File: config.mk
export PLATFORM = sky130hd
export DESIGN_NAME = alu_issue_arbiter_flat
export DESIGN_NICKNAME = d
export VERILOG_FILES = /design/src/rtl/alu_issue_arbiter_if.sv /design/src/rtl/alu_issue_arbiter.sv /design/src/flat_wrapper.sv
export SDC_FILE = /design/constraint.sdc
export NUM_CORES = 1
export LEC_CHECK = 0
export ABC_AREA = 1
export CORE_AREA = 2 2 125 127
export CTS_BUF_LIST = sky130_fd_sc_hd__clkbuf_4
export DETAILED_ROUTE_END_ITERATION = 10
export DIE_AREA = 0 0 127 129
export PLACE_DENSITY = 0.73
export SETUP_SLACK_MARGIN = 0.15
export SYNTH_ARGS = -nofsm -noshare
export SYNTH_HDL_FRONTEND = slang
export SYNTH_SLANG_ARGS = --single-unit
File: constraint.sdc
create_clock -name clk -period 1.4 [get_ports clk]
set_input_delay 0.35 -clock clk [delete_from_list [all_inputs] [get_ports clk]]
set_output_delay 0.35 -clock clk [all_outputs]
set_load 0.1 [all_outputs]
File: src/rtl/alu_issue_arbiter_if.sv
// Bundle of the two issue ports, the ALU side-band and the result port.
interface alu_issue_arbiter_if #(
    parameter int unsigned width    = 32,
    parameter int unsigned tagWidth = 4
) ();
    logic                req0Valid;
    logic                req0Ready;
    logic [width-1:0]    req0Op1;
    logic [width-1:0]    req0Op2;
    logic [3:0]          req0Func;
    logic [tagWidth-1:0] req0Tag;

    logic                req1Valid;
    logic                req1Ready;
    logic [width-1:0]    req1Op1;
    logic [width-1:0]    req1Op2;
    logic [3:0]          req1Func;
    logic [tagWidth-1:0] req1Tag;

    logic [width-1:0]    aluIn1;
    logic [width-1:0]    aluIn2;
    logic [3:0]          aluFunc;
    logic [width-1:0]    aluOut;

    logic                resValid;
    logic                resReady;
    logic [width-1:0]    resData;
    logic                resPort;
    logic [tagWidth-1:0] resTag;
    logic                resErr;

    // Requesters, ALU model and result consumer.
    modport master (
        output req0Valid, req0Op1, req0Op2, req0Func, req0Tag,
        input  req0Ready,
        output req1Valid, req1Op1, req1Op2, req1Func, req1Tag,
        input  req1Ready,
        input  aluIn1, aluIn2, aluFunc,
        output aluOut,
        input  resValid, resData, resPort, resTag, resErr,
        output resReady
    );

    // The arbiter itself.
    modport slave (
        input  req0Valid, req0Op1, req0Op2, req0Func, req0Tag,
        output req0Ready,
        input  req1Valid, req1Op1, req1Op2, req1Func, req1Tag,
        output req1Ready,
        output aluIn1, aluIn2, aluFunc,
        input  aluOut,
        output resValid, resData, resPort, resTag, resErr,
        input  resReady
    );
endinterface

File: src/rtl/alu_issue_arbiter.sv
// Round-robin sharing of one ALU between two issue ports, with an issue
// register feeding the ALU and a result register capturing its output.
module alu_issue_arbiter #(
    parameter int unsigned width    = 32,
    parameter int unsigned tagWidth = 4
) (
    input  logic               clk,
    input  logic               rstN,
    alu_issue_arbiter_if.slave bus
);
    localparam logic [2:0] IllegalFunc = 3'b111;

    // Issue register
    logic                s1_valid;
    logic [width-1:0]    s1_op1;
    logic [width-1:0]    s1_op2;
    logic [3:0]          s1_func;
    logic [tagWidth-1:0] s1_tag;
    logic                s1_port;
    logic                last_grant;

    // Result register
    logic                res_valid;
    logic [width-1:0]    res_data;
    logic                res_port;
    logic [tagWidth-1:0] res_tag;
    logic                res_err;

    logic s2_load;
    logic s1_load;
    logic grant0;
    logic grant1;
    logic ready0;
    logic ready1;
    logic illegal;

    // Pipeline advance, round-robin grant and request readies.
    always_comb begin
        s2_load = s1_valid && (!res_valid || bus.resReady);
        s1_load = !s1_valid || s2_load;
        grant0  = 1'b0;
        grant1  = 1'b0;
        if (bus.req0Valid && bus.req1Valid) begin
            grant0 = last_grant;
            grant1 = !last_grant;
        end else begin
            grant0 = bus.req0Valid;
            grant1 = bus.req1Valid;
        end
        // Readies are held low while reset is asserted.
        ready0  = grant0 && s1_load && rstN;
        ready1  = grant1 && s1_load && rstN;
        illegal = (s1_func[2:0] == IllegalFunc);
    end

    // Issue register and round-robin pointer.
    always_ff @(posedge clk) begin
        if (!rstN) begin
            s1_valid   <= 1'b0;
            s1_op1     <= '0;
            s1_op2     <= '0;
            s1_func    <= '0;
            s1_tag     <= '0;
            s1_port    <= 1'b0;
            last_grant <= 1'b1;
        end else if (ready0) begin
            s1_valid   <= 1'b1;
            s1_op1     <= bus.req0Op1;
            s1_op2     <= bus.req0Op2;
            s1_func    <= bus.req0Func;
            s1_tag     <= bus.req0Tag;
            s1_port    <= 1'b0;
            last_grant <= 1'b0;
        end else if (ready1) begin
            s1_valid   <= 1'b1;
            s1_op1     <= bus.req1Op1;
            s1_op2     <= bus.req1Op2;
            s1_func    <= bus.req1Func;
            s1_tag     <= bus.req1Tag;
            s1_port    <= 1'b1;
            last_grant <= 1'b1;
        end else if (s2_load) begin
            s1_valid   <= 1'b0;
        end
    end

    // Result register; illegal functions return zero with the error flag.
    always_ff @(posedge clk) begin
        if (!rstN) begin
            res_valid <= 1'b0;
            res_data  <= '0;
            res_port  <= 1'b0;
            res_tag   <= '0;
            res_err   <= 1'b0;
        end else if (s2_load) begin
            res_valid <= 1'b1;
            res_data  <= illegal ? '0 : bus.aluOut;
            res_port  <= s1_port;
            res_tag   <= s1_tag;
            res_err   <= illegal;
        end else if (bus.resReady) begin
            res_valid <= 1'b0;
        end
    end

    // Output drive.
    always_comb begin
        bus.req0Ready = ready0;
        bus.req1Ready = ready1;
        bus.aluIn1    = s1_op1;
        bus.aluIn2    = s1_op2;
        bus.aluFunc   = s1_func;
        bus.resValid  = res_valid;
        bus.resData   = res_data;
        bus.resPort   = res_port;
        bus.resTag    = res_tag;
        bus.resErr    = res_err;
    end
endmodule

File: src/flat_wrapper.sv
// flat-port wrapper written by rule: the top's interface ports become plain ports
module alu_issue_arbiter_flat 
#(
    parameter int unsigned width    = 32,
    parameter int unsigned tagWidth = 4
)
  (clk, rstN, bus_req0Valid, bus_req0Op1, bus_req0Op2, bus_req0Func, bus_req0Tag, bus_req0Ready, bus_req1Valid, bus_req1Op1, bus_req1Op2, bus_req1Func, bus_req1Tag, bus_req1Ready, bus_aluIn1, bus_aluIn2, bus_aluFunc, bus_aluOut, bus_resValid, bus_resData, bus_resPort, bus_resTag, bus_resErr, bus_resReady);
  alu_issue_arbiter_if #(.width(width), .tagWidth(tagWidth)) bus_i ();
  input  logic clk;
  input  logic rstN;
  input wire logic [$bits(bus_i.req0Valid)-1:0] bus_req0Valid;
  input wire logic [$bits(bus_i.req0Op1)-1:0] bus_req0Op1;
  input wire logic [$bits(bus_i.req0Op2)-1:0] bus_req0Op2;
  input wire logic [$bits(bus_i.req0Func)-1:0] bus_req0Func;
  input wire logic [$bits(bus_i.req0Tag)-1:0] bus_req0Tag;
  output wire logic [$bits(bus_i.req0Ready)-1:0] bus_req0Ready;
  input wire logic [$bits(bus_i.req1Valid)-1:0] bus_req1Valid;
  input wire logic [$bits(bus_i.req1Op1)-1:0] bus_req1Op1;
  input wire logic [$bits(bus_i.req1Op2)-1:0] bus_req1Op2;
  input wire logic [$bits(bus_i.req1Func)-1:0] bus_req1Func;
  input wire logic [$bits(bus_i.req1Tag)-1:0] bus_req1Tag;
  output wire logic [$bits(bus_i.req1Ready)-1:0] bus_req1Ready;
  output wire logic [$bits(bus_i.aluIn1)-1:0] bus_aluIn1;
  output wire logic [$bits(bus_i.aluIn2)-1:0] bus_aluIn2;
  output wire logic [$bits(bus_i.aluFunc)-1:0] bus_aluFunc;
  input wire logic [$bits(bus_i.aluOut)-1:0] bus_aluOut;
  output wire logic [$bits(bus_i.resValid)-1:0] bus_resValid;
  output wire logic [$bits(bus_i.resData)-1:0] bus_resData;
  output wire logic [$bits(bus_i.resPort)-1:0] bus_resPort;
  output wire logic [$bits(bus_i.resTag)-1:0] bus_resTag;
  output wire logic [$bits(bus_i.resErr)-1:0] bus_resErr;
  input wire logic [$bits(bus_i.resReady)-1:0] bus_resReady;
  assign bus_i.req0Valid = bus_req0Valid;
  assign bus_i.req0Op1 = bus_req0Op1;
  assign bus_i.req0Op2 = bus_req0Op2;
  assign bus_i.req0Func = bus_req0Func;
  assign bus_i.req0Tag = bus_req0Tag;
  assign bus_req0Ready = bus_i.req0Ready;
  assign bus_i.req1Valid = bus_req1Valid;
  assign bus_i.req1Op1 = bus_req1Op1;
  assign bus_i.req1Op2 = bus_req1Op2;
  assign bus_i.req1Func = bus_req1Func;
  assign bus_i.req1Tag = bus_req1Tag;
  assign bus_req1Ready = bus_i.req1Ready;
  assign bus_aluIn1 = bus_i.aluIn1;
  assign bus_aluIn2 = bus_i.aluIn2;
  assign bus_aluFunc = bus_i.aluFunc;
  assign bus_i.aluOut = bus_aluOut;
  assign bus_resValid = bus_i.resValid;
  assign bus_resData = bus_i.resData;
  assign bus_resPort = bus_i.resPort;
  assign bus_resTag = bus_i.resTag;
  assign bus_resErr = bus_i.resErr;
  assign bus_i.resReady = bus_resReady;
  alu_issue_arbiter #(.width(width), .tagWidth(tagWidth)) u_core (.clk(clk), .rstN(rstN), .bus(bus_i));
endmodule
==> reports/metrics.json <==
{
  "finalSetupViolations": {"value": 214},
  "synthDominantCellAreaShare": {"value": 44.3, "unit": "%"},
  "postLayoutSetupSlackWorst": {"value": -532, "unit": "ps"},
  "syn-instance-count": {"value": 717},
  "synth.cell_area": {"value": 0.00515, "unit": "mm^2"},
  "critical_path.cell_chain": {"value": "clkdlybuf4s50_1, inv_1, nand3_4, nand3_4, buf_6, clkinvlp_4, buf_12"},
  "placed_cells_incl_taps": {"value": 1184},
  "number_of_global_route_vias_before_repair": {"value": 5834},
  "power.switching_fraction": {"value": 40.3, "unit": "%"},
  "synth_seq_area_share": {"value": 44.3, "unit": "%"},
  "cpPeakStageDelay": {"value": 410, "unit": "ps"},
  "grt_pass1_wl": {"value": 30200, "unit": "um"},
  "worst_path_most_repeated_cell": {"value": "sky130_fd_sc_hd__nand3_4"},
  "post-dp-hpwl": {"value": 14000, "unit": "um"},
  "ys_warn_count": {"value": 0},
  "cts_made_buffers": {"value": 17},
  "final_period_demand_of_the_worst_path": {"value": 1930, "unit": "ps"},
  "ctsLongestPathBuffers": {"value": 2},
  "route.detailed.wl_per_inst": {"value": 17.6, "unit": "um"},
  "cp_max_fo": {"value": 3},
  "cts-root-buf": {"value": "sky130_fd_sc_hd__clkbuf_4"},
  "fin_skew": {"value": 10.9, "unit": "ps"},
  "critical-path-slowest-cell": {"value": "sky130_fd_sc_hd__clkdlybuf4s50_1"},
  "synth_enable_flop_cells": {"value": 0},
  "final-hold-violation-count": {"value": 0},
  "totalWireLength": {"value": 22400, "unit": "um"},
  "tritoncts": {"value": "yes"},
  "required": {"value": 1050, "unit": "ps"},
  "vias": {"value": 6419},
  "grt_overflow_total": {"value": 0},
  "power_frac_comb": {"value": 47.0, "unit": "%"},
  "cellLeakagePower": {"value": 4.85, "unit": "nW"},
  "layoutNonFillerInstCount": {"value": 1275},
  "failing_checks": {"value": "negative setup slack"},
  "crit-reg2reg-launch": {"value": "u_core.last_grant"},
  "grt_max_degree": {"value": 42},
  "power-per-cell-area": {"value": 1070, "unit": "mW/mm^2"},
  "design.die.area": {"value": 0.0164, "unit": "mm^2"},
  "mappedNetlistNets": {"value": 898},
  "cts.hold.buffers_added": {"value": 0},
  "fmax": {"value": 518, "unit": "MHz"},
  "place.port_buffers": {"value": 289},
  "nNetsFinal": {"value": 1255},
  "ioPinCount": {"value": 290},
  "cp-startpoint": {"value": "bus_resReady"},
  "grt_setup_unrepaired": {"value": "true"},
  "number_of_routed_nets_with_antenna_violations": {"value": 0},
  "drt-vias-per-instance": {"value": 5.03},
  "run_status": {"value": "finished, violations left"},
  "antenna_found_initial": {"value": 0},
  "worst_ir_drop_vdd": {"value": 0.563, "unit": "mV"},
  "total_core_area": {"value": 0.0150, "unit": "mm^2"},
  "die_y": {"value": 129, "unit": "um"},
  "switching_power": {"value": 0.00496, "unit": "W"},
  "worst_min_delay_path_category": {"value": "in -> reg"},
  "worst-slew-pin-transition": {"value": 302, "unit": "ps"},
  "maxCapViolCount": {"value": 0},
  "p_clk_share": {"value": 21.3, "unit": "%"},
  "design_area": {"value": 0.0115, "unit": "mm^2"},
  "synth-main-ff-cell": {"value": "sky130_fd_sc_hd__dfxtp_1"},
  "clock_tree.htree_level_count": {"value": 4},
  "placement_rows": {"value": 45},
  "rrSetupSlack": {"value": -190, "unit": "ps"},
  "areaGrowthSynthToFinish": {"value": 123, "unit": "%"},
  "clock_latency": {"value": 550, "unit": "ps"},
  "slew_viol_final": {"value": 0},
  "syn_area_per_cell": {"value": 7.18, "unit": "um^2"},
  "crit_type": {"value": "in -> out"},
  "place_area": {"value": 0.00976, "unit": "mm^2"},
  "timing.final.crit_share": {"value": 138, "unit": "%"},
  "initial_utilization": {"value": 34.4, "unit": "%"},
  "final_weighted_congestion_in_routability_driven_placement": {"value": 0.830},
  "cp_data_arrival_time": {"value": 1580, "unit": "ps"},
  "drt_first_pass_iters": {"value": 5},
  "num_antenna_cells": {"value": 0},
  "synth.top_cells.by_area": {"value": "sky130_fd_sc_hd__dfxtp_1 (44%), sky130_fd_sc_hd__nor2_1 (13%), sky130_fd_sc_hd__nand2_1 (11%), sky130_fd_sc_hd__nand4_1 (8.7%), sky130_fd_sc_hd__nand3_1 (7.1%)"},
  "grt_usage": {"value": 23.8, "unit": "%"},
  "timing.critical_path.to_type": {"value": "output pin"},
  "die_width": {"value": 127, "unit": "um"},
  "clk_pin_slew_worst_paths": {"value": 100, "unit": "ps"},
  "first_iter_violations": {"value": 334},
  "power.sequential.fraction": {"value": 31.8, "unit": "%"},
  "cell_internal_pwr": {"value": 0.00734, "unit": "W"},
  "rr_endpoint": {"value": "u_core.bus.aluIn1[7]"},
  "worst_slew_margin_rel": {"value": 79.8, "unit": "%"},
  "critical_path.startpoint_type": {"value": "input pin"},
  "synthDominantAreaCellType": {"value": "sky130_fd_sc_hd__dfxtp_1"},
  "synth_seq_cells": {"value": 114},
  "worst_r2r_path_depth": {"value": 11},
  "post_synth_num_cell_types": {"value": 22},
  "clkSinkCount": {"value": 114},
  "place_worst_setup_slack": {"value": -579, "unit": "ps"},
  "share_of_final_layout_standard_cells_stronger_than_drive_strength_1": {"value": 40.4, "unit": "%"},
  "async_reset_ff_share": {"value": 0, "unit": "%"},
  "crit_end": {"value": "bus_req1Ready"},
  "drcViolationCount": {"value": 0},
  "postLayoutCoreUtil": {"value": 76.6, "unit": "%"},
  "power.total": {"value": 0.0123, "unit": "W"}
}
-- power groups by stage --
| stage | registers, W | logic (W) | clock network [W] |
|---|---|---|---|
| final | 0.00391 | 0.00578 | 0.00262 |
| after global routing | 0.00394 | 0.00603 | 0.00279 |
| after CTS | 0.00390 | 0.00536 | 0.00267 |
| after detailed placement | 0.00398 | 0.00499 | 0 |
| after global placement | 0.00397 | 0.00495 | 0 |
| after floorplan | 0.00580 | 0.00100 | 0 |
-- layout by cell type (no fill, tap or decap), types with 8 or more instances in the layout --
master	Yosys	routed
sky130_fd_sc_hd__buf_12	0	129
sky130_fd_sc_hd__nand2_1	149	140
sky130_fd_sc_hd__clkbuf_4	0	18
sky130_fd_sc_hd__dfxtp_2	0	89
sky130_fd_sc_hd__buf_4	11	43
sky130_fd_sc_hd__dfxtp_4	0	20
sky130_fd_sc_hd__a22oi_2	0	12
sky130_fd_sc_hd__clkbuf_16	0	14
sky130_fd_sc_hd__nand3_1	73	50
sky130_fd_sc_hd__a22oi_1	32	20
sky130_fd_sc_hd__buf_6	7	27
sky130_fd_sc_hd__buf_16	0	8
sky130_fd_sc_hd__nand4_1	72	72
sky130_fd_sc_hd__nand3_2	3	21
sky130_fd_sc_hd__nor2_2	11	16
sky130_fd_sc_hd__clkdlybuf4s50_1	0	177
sky130_fd_sc_hd__nor2_1	177	170
-- cell usage after synthesis (7+ instances only) --
library cell / count
sky130_fd_sc_hd__buf_4: 11
sky130_fd_sc_hd__nor2_2: 11
sky130_fd_sc_hd__nand4_1: 72
sky130_fd_sc_hd__nor2_1: 177
sky130_fd_sc_hd__clkbuf_1: 9
sky130_fd_sc_hd__buf_2: 33
sky130_fd_sc_hd__nand2_1: 149
sky130_fd_sc_hd__buf_6: 7
sky130_fd_sc_hd__a22oi_1: 32
sky130_fd_sc_hd__nand3_1: 73
sky130_fd_sc_hd__dfxtp_1: 114
-- layout make-up --
type	instances	area [um^2]
clock buffer	18	135
clock inverter	14	161
fill	981	3500
inverter	7	33.8
multi-input combinational	531	2820
sequential	114	2470
tap	188	235
timing repair buffer	403	5620
-- state kept, by name, summed over array words and instances (netlist names), 4 cells and up --
| name | count |
|---|---|
| u_core.bus.aluIn1 | 32 |
| u_core.bus.aluIn2 | 32 |
| u_core.bus.resData | 32 |
| u_core.bus.aluFunc | 4 |
| u_core.bus.resTag | 4 |
| u_core.s1_tag | 4 |
-- through the flow --
step           hold WS (ps)  TNS [ps]
3_3_place_gp            455    -46750
6_report                233    -19910
2_1_floorplan           449     -2290
4_1_cts                 200    -14080
5_1_grt                 228    -33670
3_5_place_dp            471    -51370
-- critical path: cells and delay by family --
kind	cells	cell delay [ps]
buffers and inverters	5	990
AND/OR/NAND/NOR	2	250
-- kinds of logic (layout without fill, tap and decap cells) --
| kind of cell | after synthesis | count (layout) | share of synthesized area (%) |
|---|---|---|---|
| flops | 114 | 114 | 44.3 |
| buf+inv | 73 | 442 | 7.94 |
| compound gates | 43 | 43 | 5.90 |
| simple gates | 487 | 488 | 41.9 |
-- what timing repair did --
action | in CTS | in global routing
setup endpoints to repair | 185 | 219
gates resized for setup | 36 | 105
pin swaps | 7 | 25
gates cloned | 10 | 17
setup buffers | 22 | 11
-- per-layer routing --
layer | up-vias | GRT usage (%) | share of wire (%)
met1 | 2903 | 25.2 | 35
li1 | 3136 | - | -
met4 | 0 | 11.6 | 3.6
met5 | - | 0 | 0
met2 | 324 | 41.8 | 52
met3 | 56 | 9.19 | 9.2
-- worst min path at each step --
stage | start | endpoint | slack [ps] | cells after the start
finish | rstN | u_core.bus.aluFunc[3] | 230 | 4
global route | rstN | u_core.bus.aluFunc[3] | 230 | 4
CTS | rstN | u_core.bus.aluFunc[3] | 200 | 4
detailed placement | u_core.s1_tag[3] | u_core.s1_tag[3] | 470 | 2
global placement | u_core.s1_tag[2] | u_core.s1_tag[2] | 450 | 2
floorplan | u_core.s1_tag[0] | u_core.s1_tag[0] | 450 | 2
(Power assumes the default switching activity.)
